===== config.mk =====
export PLATFORM = sky130hd
export DESIGN_NAME = wait_event_sequencer
export DESIGN_NICKNAME = d
export VERILOG_FILES = /design/src/rtl/wait_event_sequencer.sv
export SDC_FILE = /design/constraint.sdc
export NUM_CORES = 1
export LEC_CHECK = 0
export BUFFER_PORTS_ARGS = -buffer_cell sky130_fd_sc_hd__buf_2
export CAP_MARGIN = 20
export CORE_ASPECT_RATIO = 0.7
export CORE_MARGIN = 1.5
export CORE_UTILIZATION = 59
export CTS_CLUSTER_SIZE = 28
export DETAILED_ROUTE_END_ITERATION = 10
export PLACE_DENSITY = 0.8
export SLEW_MARGIN = 25
export SYNTH_ARGS = -nofsm -noshare
export SYNTH_HDL_FRONTEND = slang
export SYNTH_SLANG_ARGS = --single-unit

===== constraint.sdc =====
create_clock -name clk -period 3.8 [get_ports clk]
set_input_delay 0.57 -clock clk [delete_from_list [all_inputs] [get_ports clk]]
set_output_delay 0.57 -clock clk [all_outputs]
set_load 0.01 [all_outputs]

===== src/rtl/wait_event_sequencer.sv =====
// Wait-command sequencer: buffers commands in a FIFO, issues them one at a time to the
// wait-event checker, retires each on wait_done or guard watchdog. Optional abort: WAIT_EVENT_SEQ_ABORT_EN.
module wait_event_sequencer #(
    parameter int WAIT_SIZE    = 8,
    parameter int WAIT_WIDTH   = 32,
    parameter int FIFO_DEPTH   = 4,
    parameter int GUARD_CYCLES = 16,
    parameter int CNT_WIDTH    = 16
) (
    input  logic                         clk,
    input  logic                         rst_n,
`ifdef WAIT_EVENT_SEQ_ABORT_EN
    input  logic                         i_abort,
`endif
    input  logic                         i_cmd_valid,
    output logic                         o_cmd_ready,
    input  logic [$clog2(WAIT_SIZE)-1:0] i_cmd_sel,
    input  logic                         i_cmd_edge,
    input  logic [WAIT_WIDTH-1:0]        i_cmd_timeout,
    output logic [WAIT_SIZE-1:0]         o_wait_en,
    output logic                         o_sel_wtr_wtf,
    output logic [WAIT_WIDTH-1:0]        o_max_timeout,
    input  logic                         i_wait_done,
    output logic                         o_cmd_done,
    output logic                         o_cmd_err,
    output logic                         o_busy,
    output logic [CNT_WIDTH-1:0]         o_done_cnt,
    output logic [CNT_WIDTH-1:0]         o_err_cnt
);

    localparam int SEL_W = $clog2(WAIT_SIZE);
    localparam int PTR_W = $clog2(FIFO_DEPTH);
    localparam int WD_W  = WAIT_WIDTH + 1;
    localparam int CMD_W = SEL_W + 1 + WAIT_WIDTH;
    localparam logic [PTR_W:0]     PTR_ONE = (PTR_W + 1)'(1);
    localparam logic [WD_W-1:0]    WD_ONE  = WD_W'(1);
    localparam logic [CNT_WIDTH-1:0] CNT_ONE = CNT_WIDTH'(1);

    typedef enum logic [1:0] {
        S_IDLE = 2'd0,
        S_WAIT = 2'd1,
        S_DONE = 2'd2
    } state_t;

    state_t state, state_nxt;

    logic abort;
`ifdef WAIT_EVENT_SEQ_ABORT_EN
    assign abort = i_abort;
`else
    assign abort = 1'b0;
`endif

    // Command handshake: a command is taken on a rising edge where i_cmd_valid && o_cmd_ready;
    // o_cmd_ready depends only on FIFO occupancy (and abort), never on i_cmd_valid.
    logic [CMD_W-1:0]      mem [FIFO_DEPTH];
    logic [PTR_W:0]        wr_ptr, rd_ptr, count;
    logic                  full, empty, push, pop;
    logic [SEL_W-1:0]      head_sel;
    logic                  head_edge;
    logic [WAIT_WIDTH-1:0] head_timeout;

    assign count       = wr_ptr - rd_ptr;
    assign full        = (count == (PTR_W + 1)'(FIFO_DEPTH));
    assign empty       = (wr_ptr == rd_ptr);
    assign o_cmd_ready = !full && !abort;
    assign push        = i_cmd_valid && o_cmd_ready;
    assign pop         = (state == S_IDLE) && !empty && !abort;
    assign {head_sel, head_edge, head_timeout} = mem[rd_ptr[PTR_W-1:0]];

    always_ff @(posedge clk or negedge rst_n) begin
        if (!rst_n) begin
            wr_ptr <= '0;
            rd_ptr <= '0;
        end else if (abort) begin
            wr_ptr <= '0;
            rd_ptr <= '0;
        end else begin
            if (push) wr_ptr <= wr_ptr + PTR_ONE;
            if (pop)  rd_ptr <= rd_ptr + PTR_ONE;
        end
    end

    always_ff @(posedge clk) begin
        if (push) mem[wr_ptr[PTR_W-1:0]] <= {i_cmd_sel, i_cmd_edge, i_cmd_timeout};
    end

    // Out-of-range selects issue no enable; such a command can only end via the watchdog.
    logic [WAIT_SIZE-1:0] sel_onehot;
    always_comb begin
        sel_onehot = '0;
        if (int'(head_sel) < WAIT_SIZE) sel_onehot[head_sel] = 1'b1;
    end

    logic [WD_W-1:0] watchdog, wd_limit;
    logic            wd_hit, status_err, err_nxt;

    assign wd_limit = {1'b0, o_max_timeout} + WD_W'(GUARD_CYCLES);
    assign wd_hit   = (o_max_timeout != '0) && (watchdog == wd_limit);

    always_ff @(posedge clk or negedge rst_n) begin
        if (!rst_n) state <= S_IDLE;
        else        state <= state_nxt;
    end

    // A checker done in the same cycle as the watchdog match counts as success.
    always_comb begin
        state_nxt = state;
        err_nxt   = 1'b0;
        case (state)
            S_IDLE: if (pop) state_nxt = S_WAIT;
            S_WAIT: begin
                if (abort) begin
                    state_nxt = S_DONE;
                    err_nxt   = 1'b1;
                end else if (i_wait_done) begin
                    state_nxt = S_DONE;
                end else if (wd_hit) begin
                    state_nxt = S_DONE;
                    err_nxt   = 1'b1;
                end
            end
            S_DONE:  state_nxt = S_IDLE;
            default: state_nxt = S_IDLE;
        endcase
    end

    always_ff @(posedge clk or negedge rst_n) begin
        if (!rst_n) begin
            o_wait_en     <= '0;
            o_sel_wtr_wtf <= 1'b0;
            o_max_timeout <= '0;
            watchdog      <= '0;
            status_err    <= 1'b0;
            o_done_cnt    <= '0;
            o_err_cnt     <= '0;
        end else begin
            case (state)
                S_IDLE: begin
                    if (pop) begin
                        o_wait_en     <= sel_onehot;
                        o_sel_wtr_wtf <= head_edge;
                        o_max_timeout <= head_timeout;
                        watchdog      <= '0;
                    end
                end
                S_WAIT: begin
                    if (watchdog != '1) watchdog <= watchdog + WD_ONE;
                    if (state_nxt == S_DONE) begin
                        o_wait_en  <= '0;
                        status_err <= err_nxt;
                    end
                end
                S_DONE: begin
                    if (status_err) begin
                        if (o_err_cnt != '1) o_err_cnt <= o_err_cnt + CNT_ONE;
                    end else begin
                        if (o_done_cnt != '1) o_done_cnt <= o_done_cnt + CNT_ONE;
                    end
                end
                default: ;
            endcase
        end
    end

    assign o_cmd_done = (state == S_DONE);
    assign o_cmd_err  = (state == S_DONE) && status_err;
    assign o_busy     = !empty || (state != S_IDLE);

endmodule


* Word-level counts from Yosys, hierarchy flattened *
Memory sizes are Yosys's and may differ from the RTL's.
Index checks and enable logic that the tools add are counted.

storage, ports and cells
  bits in registers = 115
  memory bits (writable) = 144
  bits of input ports = 40
  output and inout bits = 77
  word-level logic and storage cells = 67
  memories kept = 1

cells by class
  add/sub/neg operators = 7
  magnitude comparators = 2
  equal/unequal tests = 12
  muxes and demuxes = 16
  bitwise logic cells = 1
  reduce and logical (&&, ||, !) cells = 18

memory list
  name  words  bits a word  read ports  clocked after memory_dff  write ports  line  source
  mem   4      36           1           0                         1            56    logic [CMD_W-1:0] mem [FIFO_DEPTH];

operator list
  operator                 count
  $mux W33                 2
  $pmux W33 S2             1
  $add A32 B5 Y33 const B  1
  $add A33 B1 Y33 const B  1
  $eq A33 B33 Y1           1
  $ne A33 B33 Y1 const B   1
  $add A16 B1 Y16 const B  2
  $ne A16 B16 Y1 const B   2
  $reduce_bool A32 Y1      1
  $mux W8                  2
  $pmux W8 S2              1
  $reduce_and A3 Y1        4
  $add A3 B1 Y3 const B    2
  $mux W2                  3
  $ne A2 B2 Y1 const B     3
  $logic_and A1 B1 Y1      5
  $mux W1                  5
  $eq A2 B2 Y1 const B     2
  $lt A3 B4 Y1 const B     1
  $pmux W2 S2              1
  $reduce_and A2 Y1        2
  $reduce_bool A2 Y1       2
  $demux W1 S3             1
  $eq A3 B3 Y1             1
  other kinds (8)          9

* Longest topological paths before layout *
Gate-level depths: netlist (run 1).

  word-level depth = 9
  depth in mapped cells = 12
  mapped depth without buffers = 11

* Least setup slack after synthesis (run 1) *
Ideal clock, no wire load.

  path kind = register to register
  from = register rd_ptr[1]
  to = memory mem[3][0] in the netlist's numbering (enable)
  setup time = 0.398 ns
  arrival time = 2.697 ns
  required time = 3.402 ns
  setup slack = 0.705 ns
  cell stages (with the launch flop) = 9
  path buffers = 2
  clock period less this slack = 3.095 ns
  cell sequence = dfrtp_1 > clkbuf_1 > buf_1 > inv_1 > ha_1 > nand2b_1 > xnor2_1 > nand3_1 > and3_1

on the way
  longest elaborated chain between the ends = 6

ends and longest elaborated chain
  what                           line  source
  start: declaration             57    logic [PTR_W:0] wr_ptr, rd_ptr, count;
  start signal: assignment       80    if (pop) rd_ptr <= rd_ptr + PTR_ONE;
  $sub A3 B3 Y3                  63    assign count = wr_ptr - rd_ptr;
  $eq A3 B3 Y1                   64    assign full = (count == (PTR_W + 1)'(FIFO_DEPTH));
  $logic_not A1 Y1               66    assign o_cmd_ready = !full && !abort;
  named net o_cmd_ready          16    output logic o_cmd_ready,
  $logic_and A1 B1 Y1            67    assign push = i_cmd_valid && o_cmd_ready;
  $mux W1                        85    if (push) mem[wr_ptr[PTR_W-1:0]] <= {i_cmd_sel, i_cmd_edge, i_cmd_timeout};
  $mux W1 (implied by the code)  85
  end: declaration               56

The timed path passes the listed nets, and every way through them passes these cells.

* Worst setup path after layout (run 1) *
  from = register o_max_timeout[7]
  to = register o_wait_en[2]

on the way
  longest elaborated chain between the ends = 9
  elaborated cells between the ends (all ways) = 10
  those cells by class = 1 x add/sub; 3 x eq/ne; 3 x mux; 3 x reduce/logical

ends and longest elaborated chain
  what                                  line  source
  start: declaration                    22    output logic [WAIT_WIDTH-1:0] o_max_timeout,
  start signal: assignment              143   o_max_timeout <= head_timeout;
  $add A32 B5 Y33                       98    assign wd_limit = {1'b0, o_max_timeout} + WD_W'(GUARD_CYCLES);
  $eq A33 B33 Y1                        99    assign wd_hit = (o_max_timeout != '0) && (watchdog == wd_limit);
  $logic_and A1 B1 Y1 *                 99
  $mux W2 *                             118   end else if (wd_hit) begin
  $mux W2 *                             116   end else if (i_wait_done) begin
  $pmux W2 S2 *                         110   case (state)
  $eq A2 B2 Y1 *                        149   if (state_nxt == S_DONE) begin
  $ne A2 B2 Y1 (no source line) *       --
  $reduce_and A3 Y1 (no source line) *  --
  end signal: assignment                141   o_wait_en <= sel_onehot;
  end: declaration                      20    output logic [WAIT_SIZE-1:0] o_wait_en,

Mark *: on every way between the ends. The rest lies on a longest branch, timed or not.
A chain may end at the register's enable or synchronous reset.

==> results of run 1 <==
==> cell type report <==
class,count,share of cell area (%)
Clock inverter,14,1.19
Multi-Input combinational cell,615,32.4
Inverter,19,0.529
Clock buffer,31,4.81
Tap cell,270,2.51
Sequential cell,259,53.5
Timing Repair Buffer,128,5.09
==> power breakdown <==
| group | switching [mW] | total, mW | internal (mW) |
|---|---|---|---|
| logic | 2.12 | 3.41 | 1.29 |
| clock network | 1.04 | 2.46 | 1.42 |
| registers | 0.596 | 4.28 | 3.68 |
==> final timing paths <==
path / from / endpoint / slack [ns] / cells past startpoint
worst max register to register: o_max_timeout[7] / o_wait_en[2] / 0.51 / 8
worst min register to register: wr_ptr[2] / wr_ptr[2] / 0.48 / 1
max in group asynchronous: rst_n / rd_ptr[0] / 2.89 / 2
worst min-delay path: rst_n / watchdog[14] / 0.09 / 1
min in group clk: i_cmd_timeout[4] / mem[3][4] / 0.25 / 1
worst max-delay path: o_max_timeout[7] / o_wait_en[2] / 0.51 / 8
==> logic make-up (layout without fill, tap and decap cells) <==
family                   after synthesis  in the layout  synth area share, %
AO/OA/AOI/OAI                         85             85                 4.97
AND/OR/NAND/NOR                      383            383                 16.2
flip-flops                           259            259                 60.8
multiplexers                          38             38                 7.02
XOR/XNOR                              96             96                 7.10
adder cells (fa/ha/maj)               13             13                 1.37
buffers and inverters                 61            192                 2.51
==> layout by cell type (no fill, tap or decap), types with 6 or more instances in the layout <==
cell and count:
mux4_2 36, xnor2_1 49, xor2_1 47, edfxtp_1 144
nand2b_1 7, a31oi_1 11, ha_1 13, nand3_1 30
buf_2 115, nand2_1 146, clkbuf_1 6, clkbuf_16 25
nor3_1 14, buf_4 12, o21ai_0 18, or2_2 6
o21a_1 6, nor2b_1 8, and3_1 15, o31ai_1 9
and4_1 8, dfrtp_1 114, a21oi_1 10, nor2_1 56
nand4_1 35, and2_1 8, or3_1 7, nor4_1 19
inv_1 19
==> worst reg2reg max path, cell delays in order, from the launching register on <==
cell	delay, ns
dfrtp_1	0.57
nand4_4	0.21
or4_1	0.64
or4_4	0.57
a211oi_1	0.28
nand4_1	0.19
o41ai_4	0.34
buf_4	0.23
o31ai_1	0.11
==> layer usage <==
metal	track usage, %	vias up	part of all wire (%)
met1	40.1	3959	46
li1	-	3662	-
met3	4.22	47	6.9
met5	0	-	0
met2	40.3	331	45
met4	6.30	0	2.2
==> flip-flops by register name, summed over array words and instances (netlist names), 3 cells and up <==
signal / flops
mem: 144
watchdog: 33
o_max_timeout: 32
o_done_cnt: 16
o_err_cnt: 16
o_wait_en: 8
rd_ptr: 3
wr_ptr: 3
==> through the flow <==
stage / cell area (um^2) / util [%]
detailed placement: 12700 / 64.1
CTS: 13500 / 68.2
finish: 13500 / 68.2
global route: 13500 / 68.2
global placement: 12700 / 64.1
floorplan: 11800 / -
==> insert_results.sql, run 1 <==
INSERT INTO impl_metrics (metric_group, metric, value, unit) VALUES
('drt', 'firstDrtPassIters', '5', ''),
('layout', 'fillerInstances', '1412', ''),
('logic_synthesis', 'synth_async_sr_flop_share', '44.4', '%'),
('grt', 'grt_usage', '26.4', '%'),
('logic_synthesis', 'synth.most_common_cell', 'nand2_1', ''),
('logic_synthesis', 'post_synth.cell_area_avg', '12.7', 'um^2'),
('setup_path', 'worst-endpoint-arrival', '3.67', 'ns'),
('drt', 'drc_errors', '0', ''),
('logic_synthesis', 'ys_warn_count', '0', ''),
('clocking', 'cts.repair.resized', '0', ''),
('layout', 'area_growth_syn_to_layout', '13.7', '%'),
('timing', 'hold_slack', '0.0903', 'ns'),
('drt', 'vias_per_cell', '5.99', ''),
('timing', 'maxClockFrequency', '0.304', 'GHz'),
('logic_synthesis', 'cell_types_occupying_the_most_area_after_synthesis', 'edfxtp_1, dfrtp_1, mux4_2', ''),
('min_path', 'timing.hold.worst.class', 'input pin to async pin', ''),
('clocking', 'cts_root_buffer', 'clkbuf_16', ''),
('floorplanning', 'placementRows', '43', ''),
('floorplanning', 'core_region_area', '19700', 'um^2'),
('timing', 'slew_violations', '0', ''),
('power_and_ir_drop', 'total_power', '10.2', 'mW'),
('grt', 'grt_pass1_wl', '42000', 'um'),
('timing', 'timing.clock.skew', '0.0115', 'ns'),
('layout', 'final_cell_count_no_fill', '1336', ''),
('layout', 'drive_above_1_share', '21.3', '%'),
('placed_design', 'globalplace.congestion', '0.893', ''),
('timing', 'slew_headroom', '31.9', '%'),
('drt', 'routed_wl', '26600', 'um'),
('grt', 'grt_antenna_before_repair', '0', ''),
('drt', 'detail_route.iter0.violations', '709', ''),
('grt', 'overflow', '0', ''),
('drt', 'antenna_left', '0', ''),
('timing', 'period_minus_slack', '3.29', 'ns'),
('power_and_ir_drop', 'cellLeakagePower', '5.46', 'nW'),
('job', 'max_cap_viol_count', '0', ''),
('setup_path', 'required', '4.18', 'ns'),
('setup_path', 'worstSetupStartpointType', 'flip-flop', ''),
('placed_design', 'place.port_buffers', '116', ''),
('timing', 'setup_viol_count_final', '0', ''),
('placed_design', 'dpl_worst_slack', '0.542', 'ns'),
('setup_path', 'worstPathCellList', 'nand4_4 -> or4_1 -> or4_4 -> a211oi_1 -> nand4_1 -> o41ai_4 -> buf_4 -> o31ai_1', ''),
('status', 'result_of_the_run', 'finished clean', ''),
('layout', 'multi_input_combinational_cell_area', '4370', 'um^2'),
('setup_path', 'crit_path_max_delay_cell_type', 'or4_1', ''),
('timing', 'report.final.hold_viol_count', '0', ''),
('clocking', 'ctsHtreeMaxLevel', '1', ''),
('logic_synthesis', 'synthesis.area', '11800', 'um^2'),
('logic_synthesis', 'yosysTopAreaCellShare', '36.5', '%'),
('logic_synthesis', 'ys.flop_type', 'edfxtp_1', ''),
('clocking', 'cts_bufs_inserted', '25', ''),
('placed_design', 'dp.cells', '1291', ''),
('power_and_ir_drop', 'pwr_density_cell', '753', 'nW/um^2'),
('layout', 'number_of_antenna_cells_inserted', '0', ''),
('drt', 'wl_per_cell', '19.9', 'um'),
('floorplanning', 'initial_utilization', '60.0', '%'),
('logic_synthesis', 'most_used_standard_cells_in_the_synthesized_netlist', 'nand2_1, edfxtp_1, dfrtp_1', ''),
('logic_synthesis', 'synth_cell_types', '69', ''),
('floorplanning', 'fp.dieH', '122', 'um'),
('logic_synthesis', 'synth-seq-cells', '259', ''),
('layout', 'layout.area.seq', '7200', 'um^2'),
('setup_path', 'critPathMaxStageDelay', '0.64', 'ns'),
('logic_synthesis', 'synthesis.instances', '935', ''),
('timing', 'unrepaired_setup_endpoints_after_global_routing', 'false', ''),
('timing', 'worst_slack', '0.506', 'ns'),
('clocking', 'cts_hold_buffers', '0', ''),
('setup_path', 'timing.setup.critical_path_class', 'flip-flop to flip-flop', ''),
('grt', 'grt_start_max_net_pins', '81', ''),
('floorplanning', 'x_dimension_of_the_die', '172', 'um'),
('timing', 'worst-slew-pin-transition', '1.02', 'ns'),
('timing', 'final.period_utilization', '86.7', '%'),
('power_and_ir_drop', 'worst_ir_drop_vdd', '0.554', 'mV');
No activity file was read; power rests on OpenSTA's default activity.
==> inputs of run 2 (changes only) <==
--- a/config.mk
+++ b/config.mk
@@ -8,7 +8,6 @@
 export BUFFER_PORTS_ARGS = -buffer_cell sky130_fd_sc_hd__buf_2
 export CAP_MARGIN = 20
 export CORE_ASPECT_RATIO = 0.7
-export CORE_MARGIN = 1.5
 export CORE_UTILIZATION = 59
 export CTS_CLUSTER_SIZE = 28
 export DETAILED_ROUTE_END_ITERATION = 10
==> insert_results.sql, run 2 (same netlist as run 1, synthesis figures left out) <==
INSERT INTO impl_metrics (metric_group, metric, value, unit) VALUES
('status', 'result_of_the_run', 'finished clean', ''),
('clocking', 'cts_root_buffer', 'clkbuf_16', ''),
('layout', 'finish.utilization', '69.9', '%'),
('clocking', 'cts_bufs_inserted', '24', ''),
('drt', 'route.met2.wl', '12100', 'um'),
('timing', 'worst-slew-pin-transition', '0.994', 'ns'),
('drt', 'routedLengthMet1', '12600', 'um'),
('floorplanning', 'placementRows', '42', ''),
('grt', 'grt_pass1_wl', '43000', 'um'),
('floorplanning', 'core_region_area', '19300', 'um^2'),
('timing', 'slew_violations', '0', ''),
('layout', 'area_growth_syn_to_layout', '13.9', '%'),
('setup_path', 'required', '4.19', 'ns'),
('timing', 'worst_slack', '0.330', 'ns'),
('clocking', 'cts_tree', 'done', ''),
('grt', 'overflow', '0', ''),
('drt', 'drc_errors', '0', ''),
('setup_path', 'worst-r2r-setup-slack', '0.33', 'ns'),
('job', 'max_cap_viol_count', '0', ''),
('clocking', 'clock_latency', '0.54', 'ns'),
('clocking', 'cts.repair.resized', '0', ''),
('clocking', 'ctsLongestPathBuffers', '3', ''),
('placed_design', 'dpl-instance-area', '12700', 'um^2'),
('clocking', 'clk_transition_reported_paths', '0.07', 'ns'),
('clocking', 'cts_hold_buffers', '0', ''),
('setup_path', 'worst-endpoint-arrival', '3.86', 'ns'),
('layout', 'postLayoutCellArea', '13500', 'um^2'),
('layout', 'drive_above_1_share', '21.9', '%'),
('placed_design', 'globalplace.congestion', '0.967', ''),
('drt', 'firstDrtPassIters', '5', ''),
('floorplanning', 'x_dimension_of_the_die', '171', 'um'),
('placed_design', 'place.port_buffers', '116', ''),
('clocking', 'ctsHtreeMaxLevel', '1', ''),
('power_and_ir_drop', 'cellLeakagePower', '5.48', 'nW'),
('min_path', 'timing.hold.worst.class', 'input pin to async pin', ''),
('drt', 'antenna_left', '0', ''),
('setup_path', 'critical_path.max_fanout', '10', ''),
('floorplanning', 'fp.dieH', '121', 'um'),
('floorplanning', 'initial_utilization', '61.4', '%'),
('setup_path', 'worstSetupStartpointType', 'flip-flop', ''),
('drt', 'via_count', '7965', ''),
('layout', 'mostFrequentLayoutCell', 'nand2_1', ''),
('grt', 'grt_antenna_before_repair', '0', ''),
('timing', 'timing.clock.skew', '0.0242', 'ns'),
('layout', 'largest_reg_flops', '144', ''),
('grt', 'grt_usage', '27.7', '%'),
('power_and_ir_drop', 'worst_ir_drop_vdd', '0.623', 'mV'),
('clocking', 'postCtsSetupRepairBufs', '0', ''),
('drt', 'detail_route.iter0.violations', '865', ''),
('grt', 'grt_start_max_net_pins', '81', ''),
('layout', 'layout.cells.most_common_list', 'nand2_1, edfxtp_1, buf_2', ''),
('placed_design', 'dpl.hpwl', '18400', 'um'),
('timing', 'setup_tns', '0', 'ns'),
('drt', 'wl_per_cell', '20.4', 'um'),
('drt', 'maxUsedRoutingLayer', 'met4', ''),
('floorplanning', 'io_pins', '117', ''),
('timing', 'final.period_utilization', '91.3', '%'),
('layout', 'number_of_antenna_cells_inserted', '0', ''),
('timing', 'setup_viol_count_final', '0', ''),
('drt', 'routed_wl', '27200', 'um'),
('setup_path', 'worst_r2r_startpoint', 'o_max_timeout[6]', ''),
('setup_path', 'timing_startpoint_of_the_critical_path', 'o_max_timeout[6]', ''),
('floorplanning', 'fp.dieArea', '20700', 'um^2'),
('timing', 'maxClockFrequency', '0.288', 'GHz'),
('clocking', 'clock_sink_count', '259', ''),
('layout', 'layout.nets', '1106', ''),
('timing', 'slew_headroom', '33.8', '%'),
('placed_design', 'dpl_worst_slack', '0.394', 'ns'),
('power_and_ir_drop', 'pwr_density_cell', '755', 'nW/um^2'),
('timing', 'report.final.hold_viol_count', '0', ''),
('setup_path', 'endpoint_kind', 'flip-flop', ''),
('setup_path', 'timing.setup.critical_path_class', 'flip-flop to flip-flop', ''),
('grt', 'grt_pass1_vias', '7707', ''),
('drt', 'detailroute.wirelength.met3', '1890', 'um'),
('timing', 'period_minus_slack', '3.47', 'ns'),
('drt', 'vias_per_cell', '5.97', ''),
('timing', 'unrepaired_setup_endpoints_after_global_routing', 'false', '');
## run 2: changes by cell type in the layout (fill, tap and decap cells not counted)
cell / before / now
inv_6: 1 / 0
buf_12: 1 / 0
clkinv_1: 5 / 4
inv_16: 1 / 0
clkbuf_8: 0 / 3
clkinv_2: 3 / 4
clkinv_16: 0 / 1
clkbuf_1: 6 / 4
bufinv_16: 3 / 2
buf_4: 12 / 19
clkbuf_16: 25 / 24
clkinvlp_4: 1 / 2
## run 2: where the power goes
group          internal (mW)  leakage, nW  total, mW  switching (mW)
Sequential              3.68         2.84       4.22           0.538
Combinational           1.33         2.26       3.55            2.22
Clock                   1.37        0.384       2.42            1.06
Total                   6.38         5.48       10.2            3.81
## run 2: per-layer routing
layer | GRT usage [%] | vias to the layer above
met5 | 0 | -
met4 | 7.25 | 0
met3 | 3.70 | 51
met2 | 41.1 | 332
met1 | 43.3 | 3921
li1 | - | 3661
## run 2: through the flow
step	hold slack (ns)	cells	total power [mW]
global placement	0.474	1291	7.64
finish	0.0763	1335	10.2
CTS	0.0992	1335	10.2
global route	0.123	1335	10.7
floorplan	0.274	935	6.59
detailed placement	0.480	1291	7.74
## run 2: final cells by class
| class | instances | area [um^2] |
|---|---|---|
| inverters | 19 | 71.3 |
| flip-flops and latches | 259 | 7200 |
| clock buffers | 31 | 657 |
| repair buffers | 134 | 718 |
| clock inverters | 13 | 140 |
| well taps | 264 | 330 |
| fillers | 1326 | 5800 |
| multi-input cells | 615 | 4370 |
## run 2: worst paths after layout
path	endpoint	depth (start not counted)
min	watchdog[19]	1
min reg2reg	rd_ptr[2]	1
max in group asynchronous	watchdog[10]	2
max	state[0]	7
min in group clk	mem[3][22]	1
max reg2reg	state[0]	7
## run 2: worst max-delay path, cell delays in order (launching register included)
cell	delay, ns
dfrtp_1	0.49
nand3_2	0.23
or4_1	0.70
or4_4	0.57
a211oi_1	0.24
nand4_1	0.17
o41ai_4	0.70
o21ai_0	0.20
==> inputs of run 3 (changes only) <==
--- a/config.mk
+++ b/config.mk
@@ -5,14 +5,15 @@
 export SDC_FILE = /design/constraint.sdc
 export NUM_CORES = 1
 export LEC_CHECK = 0
+export ABC_AREA = 1
 export BUFFER_PORTS_ARGS = -buffer_cell sky130_fd_sc_hd__buf_2
 export CAP_MARGIN = 20
 export CORE_ASPECT_RATIO = 0.7
-export CORE_UTILIZATION = 59
+export CORE_UTILIZATION = 60
+export CTS_CLUSTER_DIAMETER = 200
 export CTS_CLUSTER_SIZE = 28
 export DETAILED_ROUTE_END_ITERATION = 10
-export PLACE_DENSITY = 0.8
-export SLEW_MARGIN = 25
+export PLACE_DENSITY = 0.81
 export SYNTH_ARGS = -nofsm -noshare
 export SYNTH_HDL_FRONTEND = slang
 export SYNTH_SLANG_ARGS = --single-unit
==> insert_results.sql, run 3 <==
INSERT INTO impl_metrics (metric_group, metric, value, unit) VALUES
('status', 'result_of_the_run', 'finished clean', ''),
('grt', 'grt_pass1_vias', '9012', ''),
('power_and_ir_drop', 'sequential_power_share', '44.8', '%'),
('layout', 'fillerInstances', '1611', ''),
('setup_path', 'crit_buf_inv', '1', ''),
('power_and_ir_drop', 'internal_power', '5.47', 'mW'),
('power_and_ir_drop', 'cellLeakagePower', '5.67', 'nW'),
('drt', 'via_count', '9635', ''),
('drt', 'wl_per_cell', '17.1', 'um'),
('grt', 'grt_pass1_wl', '46200', 'um'),
('timing', 'setup_viol_count_final', '0', ''),
('power_and_ir_drop', 'power_frac_clock', '16.4', '%'),
('logic_synthesis', 'synth.most_common_cell', 'nand2_1', ''),
('logic_synthesis', 'synth_seq_area_share', '58.1', '%'),
('drt', 'antenna_left', '0', ''),
('timing', 'final.period_utilization', '76.4', '%'),
('power_and_ir_drop', 'p_switching', '3.86', 'mW'),
('logic_synthesis', 'yosysTopAreaCellShare', '34.9', '%'),
('timing', 'period_minus_slack', '2.90', 'ns'),
('timing', 'worst_slack', '0.898', 'ns'),
('drt', 'drc_errors', '0', ''),
('power_and_ir_drop', 'pwr_density_cell', '684', 'nW/um^2'),
('power_and_ir_drop', 'worst_ir_drop_vdd', '0.595', 'mV'),
('clocking', 'ctsLongestPathBuffers', '3', ''),
('setup_path', 'worstSetupStartpointType', 'flip-flop', ''),
('power_and_ir_drop', 'combinationalPowerShare', '38.8', '%'),
('timing', 'maxClockFrequency', '0.345', 'GHz'),
('min_path', 'timing.hold.worst.class', 'input pin to async pin', ''),
('timing', 'hold_slack', '0.108', 'ns'),
('clocking', 'ctsHtreeMaxLevel', '1', ''),
('floorplanning', 'fp.dieArea', '21200', 'um^2'),
('drt', 'vias_per_cell', '5.71', ''),
('logic_synthesis', 'synth-seq-cells', '259', ''),
('logic_synthesis', 'synth_async_sr_flop_share', '44.4', '%'),
('drt', 'routed_wl', '28800', 'um'),
('setup_path', 'critical_path.most_common_cell', 'nand2_1', ''),
('floorplanning', 'core_region_area', '20000', 'um^2'),
('logic_synthesis', 'ys.flop_type', 'edfxtp_1', ''),
('floorplanning', 'io_pins', '117', ''),
('floorplanning', 'x_dimension_of_the_die', '174', 'um'),
('timing', 'slew_violations', '0', ''),
('placed_design', 'place.port_buffers', '116', ''),
('setup_path', 'endpoint_kind', 'flip-flop', ''),
('power_and_ir_drop', 'power.switching_fraction', '41.4', '%'),
('placed_design', 'dpl-instance-area', '13300', 'um^2'),
('timing', 'worst-slew-pin-transition', '0.829', 'ns'),
('layout', 'postLayoutCellArea', '13700', 'um^2'),
('logic_synthesis', 'most_used_standard_cells_in_the_synthesized_netlist', 'nand2_1, nor2_1, edfxtp_1', ''),
('clocking', 'cts.repair.resized', '0', ''),
('drt', 'detail_route.iter0.violations', '1100', ''),
('clocking', 'postCtsSetupRepairBufs', '0', ''),
('layout', 'layout.nets', '1465', ''),
('setup_path', 'critical_path.max_fanout', '19', ''),
('placed_design', 'dpl.hpwl', '20400', 'um'),
('logic_synthesis', 'synth_cell_types', '54', ''),
('logic_synthesis', 'cell_types_occupying_the_most_area_after_synthesis', 'edfxtp_1, dfrtp_1, nand2_1', ''),
('grt', 'grt_antenna_before_repair', '0', ''),
('layout', 'mostFrequentLayoutCell', 'nand2_1', ''),
('timing', 'slew_headroom', '44.6', '%'),
('logic_synthesis', 'ys_warn_count', '0', ''),
('clocking', 'cts_bufs_inserted', '13', ''),
('logic_synthesis', 'synthesis.area', '12400', 'um^2'),
('layout', 'drive_above_1_share', '13.8', '%'),
('job', 'max_cap_viol_count', '0', ''),
('setup_path', 'timing.critical_path.max_delay_family', 'simple AND/OR/NAND/NOR gates', ''),
('grt', 'grt_usage', '27.5', '%'),
('clocking', 'clk_transition_reported_paths', '0.11', 'ns'),
('logic_synthesis', 'post_synth.cell_area_avg', '9.46', 'um^2'),
('clocking', 'cts_root_buffer', 'clkbuf_16', ''),
('logic_synthesis', 'synth_edf_count', '144', ''),
('layout', 'finish.utilization', '68.2', '%'),
('placed_design', 'globalplace.congestion', '0.951', ''),
('placed_design', 'dp.cells', '1667', ''),
('logic_synthesis', 'synthesis.instances', '1310', ''),
('layout', 'number_of_antenna_cells_inserted', '0', ''),
('setup_path', 'timing.setup.critical_path_class', 'flip-flop to flip-flop', ''),
('logic_synthesis', 'post_syn_nets', '1363', ''),
('floorplanning', 'initial_utilization', '61.9', '%'),
('grt', 'grt_start_max_net_pins', '75', ''),
('timing', 'unrepaired_setup_endpoints_after_global_routing', 'false', ''),
('floorplanning', 'placementRows', '43', ''),
('clocking', 'cts_tree', 'done', ''),
('setup_path', 'worstPathCellList', 'ha_1 -> a21oi_1 -> nand2_1 -> or3b_2 -> nand2_1 -> nor2_4 -> buf_4', ''),
('clocking', 'cts_hold_buffers', '0', ''),
('layout', 'largest_reg_flops', '144', ''),
('timing', 'timing.clock.skew', '0.0348', 'ns'),
('layout', 'final_cell_count_no_fill', '1688', ''),
('clocking', 'clock_latency', '0.49', 'ns'),
('placed_design', 'dpl_worst_slack', '0.940', 'ns'),
('setup_path', 'crit_path_max_delay_cell_type', 'nor2_4', ''),
('layout', 'area_growth_syn_to_layout', '10.2', '%'),
('timing', 'report.final.hold_viol_count', '0', ''),
('setup_path', 'worst-endpoint-arrival', '3.04', 'ns'),
('clocking', 'clock_sink_count', '259', ''),
('grt', 'overflow', '0', ''),
('setup_path', 'critPathMaxStageDelay', '0.59', 'ns'),
('setup_path', 'required', '3.94', 'ns'),
('logic_synthesis', 'synth_area_leader_cell', 'edfxtp_1', ''),
('drt', 'firstDrtPassIters', '7', ''),
('floorplanning', 'fp.dieH', '122', 'um'),
('layout', 'layout.cells.most_common_list', 'nand2_1, nor2_1, edfxtp_1', '');
## run 3: cells by family after synthesis
logic type | count (synthesis) | share of synthesized area, %
xor gates and xnor gates | 64 | 4.58
buffers and inverters | 151 | 4.66
muxes | 3 | 0.262
DFF | 259 | 58.1
AOI/OAI and AO/OA | 182 | 8.39
and+or+nand+nor | 638 | 22.7
adders and majority gates | 13 | 1.31
## run 3: worst paths after layout
check                            startpoint                to  slack (ns)  cells past startpoint
max                               wr_ptr[1]        mem[1][18]        0.90                      7
max reg2reg                       wr_ptr[1]        mem[1][18]        0.90                      7
min in group clk           i_cmd_timeout[6]         mem[1][6]        0.29                      1
min                                   rst_n  o_max_timeout[2]        0.11                      1
max in group asynchronous             rst_n     o_done_cnt[4]        2.75                      2
min reg2reg                   o_err_cnt[15]     o_err_cnt[15]        0.52                      1
## run 3: per-layer routing
metal  up-vias  share of wire [%]  global-route usage, %  wire length [um]
li1       4596                  -                      -                 -
met1      4576                 44                   40.4             12800
met2       410                 45                   43.7             12900
met3        53                8.6                   4.34              2490
met4         0                2.0                   6.30               577
met5         -                  0                   1.39                 0
## run 3: power by group through the flow
stage | Sequential, mW | Combinational, mW | Clock, mW
2_1_floorplan | 4.19 | 2.40 | 0
3_3_place_gp | 4.21 | 3.47 | 0
3_5_place_dp | 4.23 | 3.60 | 0
4_1_cts | 4.17 | 3.62 | 1.55
5_1_grt | 4.23 | 4.06 | 1.65
6_report | 4.18 | 3.62 | 1.53
## run 3: final cells by class
type                       instances  area, um^2  share of cell area, %
inverter                         110         413                   3.02
multi-input combinational        900        4640                   34.0
tap                              270         338                   2.47
timing repair buffer             128         673                   4.93
clock buffer                      20         352                   2.58
sequential                       259        7200                   52.8
clock inverter                     1        30.0                  0.220
## run 3: per-stage QoR
stage	total power, mW	TNS [ns]
2_1_floorplan	6.59	-24.63
3_3_place_gp	7.67	0
3_5_place_dp	7.83	0
4_1_cts	9.34	0
5_1_grt	9.95	0
6_report	9.33	0
